[src/rtl/apb_ic_sched.sv]
// apb_ic_sched -- transaction scheduler for the shared APB slave bus.
//
// Picks one of NUM_MASTERS core-side requesters round-robin and sequences
// SETUP/ACCESS on the single slave-side bus. A COOL cycle after each
// completion absorbs the master's PSEL deassert latency. Completion
// (s_pready) and error (s_pslverr) strobes go back to the current owner.
//
// Optional feature macro: APB_IC_TIMEOUT_EN
//   When defined, an ACCESS phase that lasts TIMEOUT_CYCLES cycles without
//   xfer_done is force-completed with s_pready and s_pslverr to the owner.
//   When undefined, no counter is built and s_pslverr is tied to 0.
//
// Ports:
//   clk          in   sole clock, rising edge
//   reset        in   asynchronous, active-high
//   reqs         in   [NUM_MASTERS] master PSEL levels
//   xfer_done    in   PREADY of the decoded slave
//   grants       out  [NUM_MASTERS] one-hot owner, registered
//   granted_int  out  [GI_BITS] binary index of grants, registered
//   m_psel_en    out  enables the decoded slave PSEL (SETUP or ACCESS)
//   m_penable    out  slave-side PENABLE (ACCESS)
//   s_pready     out  [NUM_MASTERS] completion strobe to the owner
//   s_pslverr    out  [NUM_MASTERS] error strobe to the owner
//   busy         out  high in SETUP or ACCESS
module apb_ic_sched #(
  parameter int NUM_MASTERS    = 4,
  parameter int TIMEOUT_CYCLES = 255,
  localparam int GI_BITS       = (NUM_MASTERS > 1) ? $clog2(NUM_MASTERS) : 1
) (
  input  logic                   clk,
  input  logic                   reset,
  input  logic [NUM_MASTERS-1:0] reqs,
  input  logic                   xfer_done,
  output logic [NUM_MASTERS-1:0] grants,
  output logic [GI_BITS-1:0]     granted_int,
  output logic                   m_psel_en,
  output logic                   m_penable,
  output logic [NUM_MASTERS-1:0] s_pready,
  output logic [NUM_MASTERS-1:0] s_pslverr,
  output logic                   busy
);

  // Reject illegal parameterisations at elaboration time.
  if (NUM_MASTERS < 1) begin : g_bad_num_masters
    $error("apb_ic_sched: NUM_MASTERS must be >= 1");
  end
  if (TIMEOUT_CYCLES < 2) begin : g_bad_timeout
    $error("apb_ic_sched: TIMEOUT_CYCLES must be >= 2");
  end

  typedef enum logic [1:0] {
    IDLE   = 2'd0,
    SETUP  = 2'd1,
    ACCESS = 2'd2,
    COOL   = 2'd3
  } state_e;

  state_e                   state_q, state_d;
  logic [NUM_MASTERS-1:0]   grants_q, grants_d;
  logic [GI_BITS-1:0]       granted_int_q, granted_int_d;
  logic [GI_BITS-1:0]       rr_pick;
  logic                     rr_found;
  logic [GI_BITS-1:0]       rr_cand;
  logic                     owner_req;
  logic                     timeout_hit;

  assign owner_req = reqs[granted_int_q];

  // Round-robin search: the first requester strictly after the last owner,
  // wrapping, so the previous owner has the lowest priority next time.
  always_comb begin
    rr_pick  = granted_int_q;
    rr_found = 1'b0;
    rr_cand  = granted_int_q;
    for (int i = 1; i <= NUM_MASTERS; i++) begin
      rr_cand = GI_BITS'((int'(granted_int_q) + i) % NUM_MASTERS);
      if (!rr_found && reqs[rr_cand]) begin
        rr_found = 1'b1;
        rr_pick  = rr_cand;
      end
    end
  end

`ifdef APB_IC_TIMEOUT_EN
  localparam int CNT_BITS = $clog2(TIMEOUT_CYCLES);

  logic [CNT_BITS-1:0] cnt_q, cnt_d;

  // An abort (owner dropped PSEL) takes precedence so no strobe reaches a
  // master that has already given up; xfer_done always wins over timeout.
  assign timeout_hit = (state_q == ACCESS) && !xfer_done && owner_req &&
                       (cnt_q == CNT_BITS'(TIMEOUT_CYCLES - 1));

  // Cleared while in SETUP so every ACCESS phase starts counting from 0.
  always_comb begin
    cnt_d = cnt_q;
    if (state_q == SETUP) begin
      cnt_d = '0;
    end else if (state_q == ACCESS && !xfer_done) begin
      cnt_d = cnt_q + CNT_BITS'(1);
    end
  end

  always_ff @(posedge clk or posedge reset) begin
    if (reset) begin
      cnt_q <= '0;
    end else begin
      cnt_q <= cnt_d;
    end
  end
`else
  assign timeout_hit = 1'b0;
`endif

  // Next-state and grant update. Arbitration happens only in IDLE, so the
  // grant is stable for the whole transfer and through COOL.
  always_comb begin
    state_d       = state_q;
    grants_d      = grants_q;
    granted_int_d = granted_int_q;
    unique case (state_q)
      IDLE: begin
        if (rr_found) begin
          grants_d      = NUM_MASTERS'(1) << rr_pick;
          granted_int_d = rr_pick;
          state_d       = SETUP;
        end
      end
      SETUP: begin
        state_d = owner_req ? ACCESS : IDLE;
      end
      ACCESS: begin
        if (xfer_done) begin
          state_d = COOL;
        end else if (!owner_req) begin
          state_d = IDLE;
        end else if (timeout_hit) begin
          state_d = COOL;
        end
      end
      COOL: begin
        state_d = IDLE;
      end
      default: begin
        state_d = IDLE;
      end
    endcase
  end

  // Reset leaves the last master as owner so the search picks master 0 first.
  always_ff @(posedge clk or posedge reset) begin
    if (reset) begin
      state_q       <= IDLE;
      grants_q      <= NUM_MASTERS'(1) << (NUM_MASTERS - 1);
      granted_int_q <= GI_BITS'(NUM_MASTERS - 1);
    end else begin
      state_q       <= state_d;
      grants_q      <= grants_d;
      granted_int_q <= granted_int_d;
    end
  end

  assign grants      = grants_q;
  assign granted_int = granted_int_q;
  assign m_psel_en   = (state_q == SETUP) || (state_q == ACCESS);
  assign m_penable   = (state_q == ACCESS);
  assign busy        = m_psel_en;
  assign s_pready    = ((state_q == ACCESS) && (xfer_done || timeout_hit)) ? grants_q : '0;
  assign s_pslverr   = timeout_hit ? grants_q : '0;

endmodule

[config.mk]
export PLATFORM = sky130hd
export DESIGN_NAME = apb_ic_sched
export DESIGN_NICKNAME = d
export VERILOG_FILES = /design/src/rtl/apb_ic_sched.sv
export SDC_FILE = /design/constraint.sdc
export NUM_CORES = 1
export LEC_CHECK = 0
export CAP_MARGIN = 20
export CORE_MARGIN = 1.5
export CORE_UTILIZATION = 43
export DETAILED_ROUTE_END_ITERATION = 10
export PLACE_DENSITY = 0.81
export SYNTH_ARGS = -nofsm -noshare
export SYNTH_HDL_FRONTEND = slang
export SYNTH_SLANG_ARGS = --single-unit
[constraint.sdc]
create_clock -name clk -period 4.2 [get_ports clk]
set_clock_uncertainty 0.2 [all_clocks]
set_input_delay 1.05 -clock clk [delete_from_list [all_inputs] [get_ports clk]]
set_output_delay 1.05 -clock clk [all_outputs]
set_load 0.03 [all_outputs]
==> results.json <==
{
  "p_comb_share_pct": 63.2,
  "critical_path_required_ns": 2.95,
  "ys_dominant_reg_cell": "sky130_fd_sc_hd__dfrtp_1",
  "worst_path_most_repeated_cell": "sky130_fd_sc_hd__clkdlybuf4s50_1",
  "netlist_top_cells_area": "sky130_fd_sc_hd__dfrtp_1, sky130_fd_sc_hd__dfstp_2, sky130_fd_sc_hd__ha_1, sky130_fd_sc_hd__buf_4, sky130_fd_sc_hd__and3_1",
  "period_needed_ns": 3.72,
  "area_growth_from_synthesis_to_final_layout_pct": 35.8,
  "setup_repair_after_global_routing_missed_its_margin": "no",
  "cell_at_the_slowest_stage_of_the_critical_path": "sky130_fd_sc_hd__clkdlybuf4s50_1",
  "core_area_sq_um": 1170,
  "setup_crit_path_kind": "in2out",
  "num_io_pins": 24,
  "post_drt_wl_per_cell_microns": 12.0,
  "hold_ws_ns": 0.284,
  "final-max-slew-violation-count": 0,
  "yosysWarningCount": 0,
  "global_route.usage.total_pct": 18.7,
  "finish.instance_area_sq_um": 769,
  "setup_slack_ns": 0.481,
  "cpPeakStageDelay_ns": 0.67,
  "drive_above_1_share_pct": 11.1,
  "fmax_mhz": 269,
  "drt_drc_violations_left": 0,
  "antenna_found_initial": 0,
  "synthesized_flop_and_latch_total": 8,
  "crit_path_max_fanout": 7,
  "ir_drop_mv": 0.403,
  "initial_core_util_pct": 48.4,
  "count_of_flip_flops_with_a_built_in_enable_after_synthesis": 0,
  "critPathCaptureType": "primary output",
  "gp_congestion": 0.778,
  "preCtsSetupSlack_ns": 0.479,
  "pwr-share-clk_pct": 10.5,
  "dp_hpwl_microns": 895,
  "synth.cell_area_sq_um": 567,
  "synth.avg_cell_area_sq_um": 9.29,
  "synthDominantCellAreaShare_pct": 22.1,
  "report.final.hold_viol_count": 0,
  "number_of_resized_instances_in_the_post_cts_repair_step": 0,
  "synth_largest_area_cell": "sky130_fd_sc_hd__dfrtp_1",
  "grt_pass1_vias": 472,
  "final.setup.tns_ns": 0,
  "crit_chain": "clkdlybuf4s50_1 -> and3_1 -> clkdlybuf4s50_1",
  "postCtsSetupBuffers": 0,
  "wire_length_of_the_first_global_routing_pass_mm": 1.91,
  "area_of_the_multi_input_gates_sq_um": 309,
  "area_taken_by_flip_flops_and_latches_sq_um": 204,
  "cts_hold_buf": 0,
  "gr-total-overflow": 0,
  "hold_path_class": "reg2reg",
  "clock_tree_from_tritoncts": "done",
  "cp-start-kind": "input port",
  "worst-endpoint-arrival_ns": 2.47,
  "design.die.area_sq_um": 1540,
  "maximum_number_of_pins_on_one_net_before_global_route_repair": 12,
  "synthArstFlopShare_pct": 100,
  "cellInternalPower_w": 0.000319,
  "routed_wirelength_mm": 1.14,
  "drv_cap": 0,
  "postPlaceCellArea_sq_um": 743,
  "yosysSeqAreaShare_pct": 36.0,
  "clk_pin_slew_ns": 0.05,
  "synth.lib_cells_used.distinct": 27,
  "power_frac_seq_pct": 26.3,
  "netSwitchingFraction_pct": 46.9,
  "reg2reg_setup_slack_ns": 2.16,
  "p_leak_nw": 0.346,
  "power_per_cell_area_nw_per_um2": 781,
  "cts_root_buffer": "sky130_fd_sc_hd__clkbuf_4",
  "num-nets-final": 93,
  "cts_max_level": 1,
  "status": "complete, no violations",
  "antennaDiodeCount": 0,
  "switchingPower_w": 0.000282,
  "final.period_utilization_pct": 88.5,
  "drt_iter0_markers": 4,
  "clk-insertion-delay-late_ns": 0.25,
  "numClockSinks": 8,
  "via_per_inst": 5.25,
  "post_detailed_route_count_of_antenna_violating_nets": 0,
  "firstDrtPassIters": 2,
  "dieHeight_microns": 39.3,
  "fillCellCount": 113,
  "yosys-top-cells-count": "sky130_fd_sc_hd__buf_4, sky130_fd_sc_hd__dfrtp_1, sky130_fd_sc_hd__inv_1, sky130_fd_sc_hd__nand2_1",
  "number_of_buffers_created_by_cts": 3,
  "postSynthCellCount": 61,
  "rows": 12,
  "setup_violations": 0,
  "chipWidth_microns": 39.3,
  "num_vias": 499,
  "io_buffer_count": 19,
  "cts_max_path_buffers": 2
}
[power by group through the flow]
stage / Sequential, W / Clock, W / Combinational (W)
final: 0.000158 / 0.0000630 / 0.000380
after global routing: 0.000164 / 0.0000702 / 0.000418
after CTS: 0.000158 / 0.0000661 / 0.000384
after global placement: 0.000158 / 0 / 0.000376
after floorplan: 0.000200 / 0 / 0.000232
after detailed placement: 0.000159 / 0 / 0.000382
[final timing paths]
check,start,endpoint,cells past startpoint
max in group asynchronous,reset,granted_int[1]$_DFFE_PP1P_,2
max reg2reg,granted_int[0]$_DFFE_PP1P_,state_q[0]$_DFFE_PP0P_,4
min,grants[3]$_DFFE_PP1P_,grants[3]$_DFFE_PP1P_,2
min reg2reg,grants[3]$_DFFE_PP1P_,grants[3]$_DFFE_PP1P_,2
min in group asynchronous,reset,grants[1]$_DFFE_PP0P_,2
max,xfer_done,s_pready[0],3
[area by class of cell]
cell class	instances	area share, %
multi-input cells	44	40.2
flip-flops and latches	8	26.5
repair buffers	19	24.7
clock buffers	4	3.41
inverters	6	2.93
well taps	14	2.28
[per-stage QoR]
stage / power (W) / std cells / util, %
after global routing: 0.000652 / 95 / 65.7
after CTS: 0.000609 / 95 / 65.7
after floorplan: 0.000431 / 64 / -
final: 0.000601 / 95 / 65.7
after global placement: 0.000533 / 91 / 63.5
after detailed placement: 0.000541 / 91 / 63.5
[flip-flops by register name (all words and copies together), names as in the netlist]
| register | flops |
|---|---|
| granted_int | 2 |
| grants | 4 |
| state_q | 2 |
[critical path: cells and delay by family]
family	cells	cell delay [ns]
buffers and inverters	2	1.24
AND/OR/NAND/NOR	1	0.18
[logic make-up (layout without fill, tap and decap cells)]
logic type | Yosys count | in the layout | share of synthesized area [%]
DFF | 8 | 8 | 36.0
other | 1 | 4 | 0.662
muxes | 1 | 1 | 3.97
and+or+nand+nor | 17 | 17 | 16.1
AOI/OAI and AO/OA | 18 | 18 | 23.0
buffers and inverters | 12 | 29 | 11.5
adders and majority gates | 4 | 4 | 8.83
[metal layers]
layer	GRT usage, %	vias to the layer above	wire length [microns]
met5	0	-	0
met4	5.17	0	0
met3	5.11	0	73
met2	35.0	17	562
met1	20.1	232	503
li1	-	250	-
[layout by cell type, fill, tap and decap left out, drive strengths merged, types with 4 or more instances in the layout]
cell type	instances
and3	4
clkbuf	4
clkdlybuf4s50	19
conb	4
dfrtp	5
ha	4
inv	6
nand2	5
nand2b	4
o21ai	4
(Power assumes the default switching activity.)
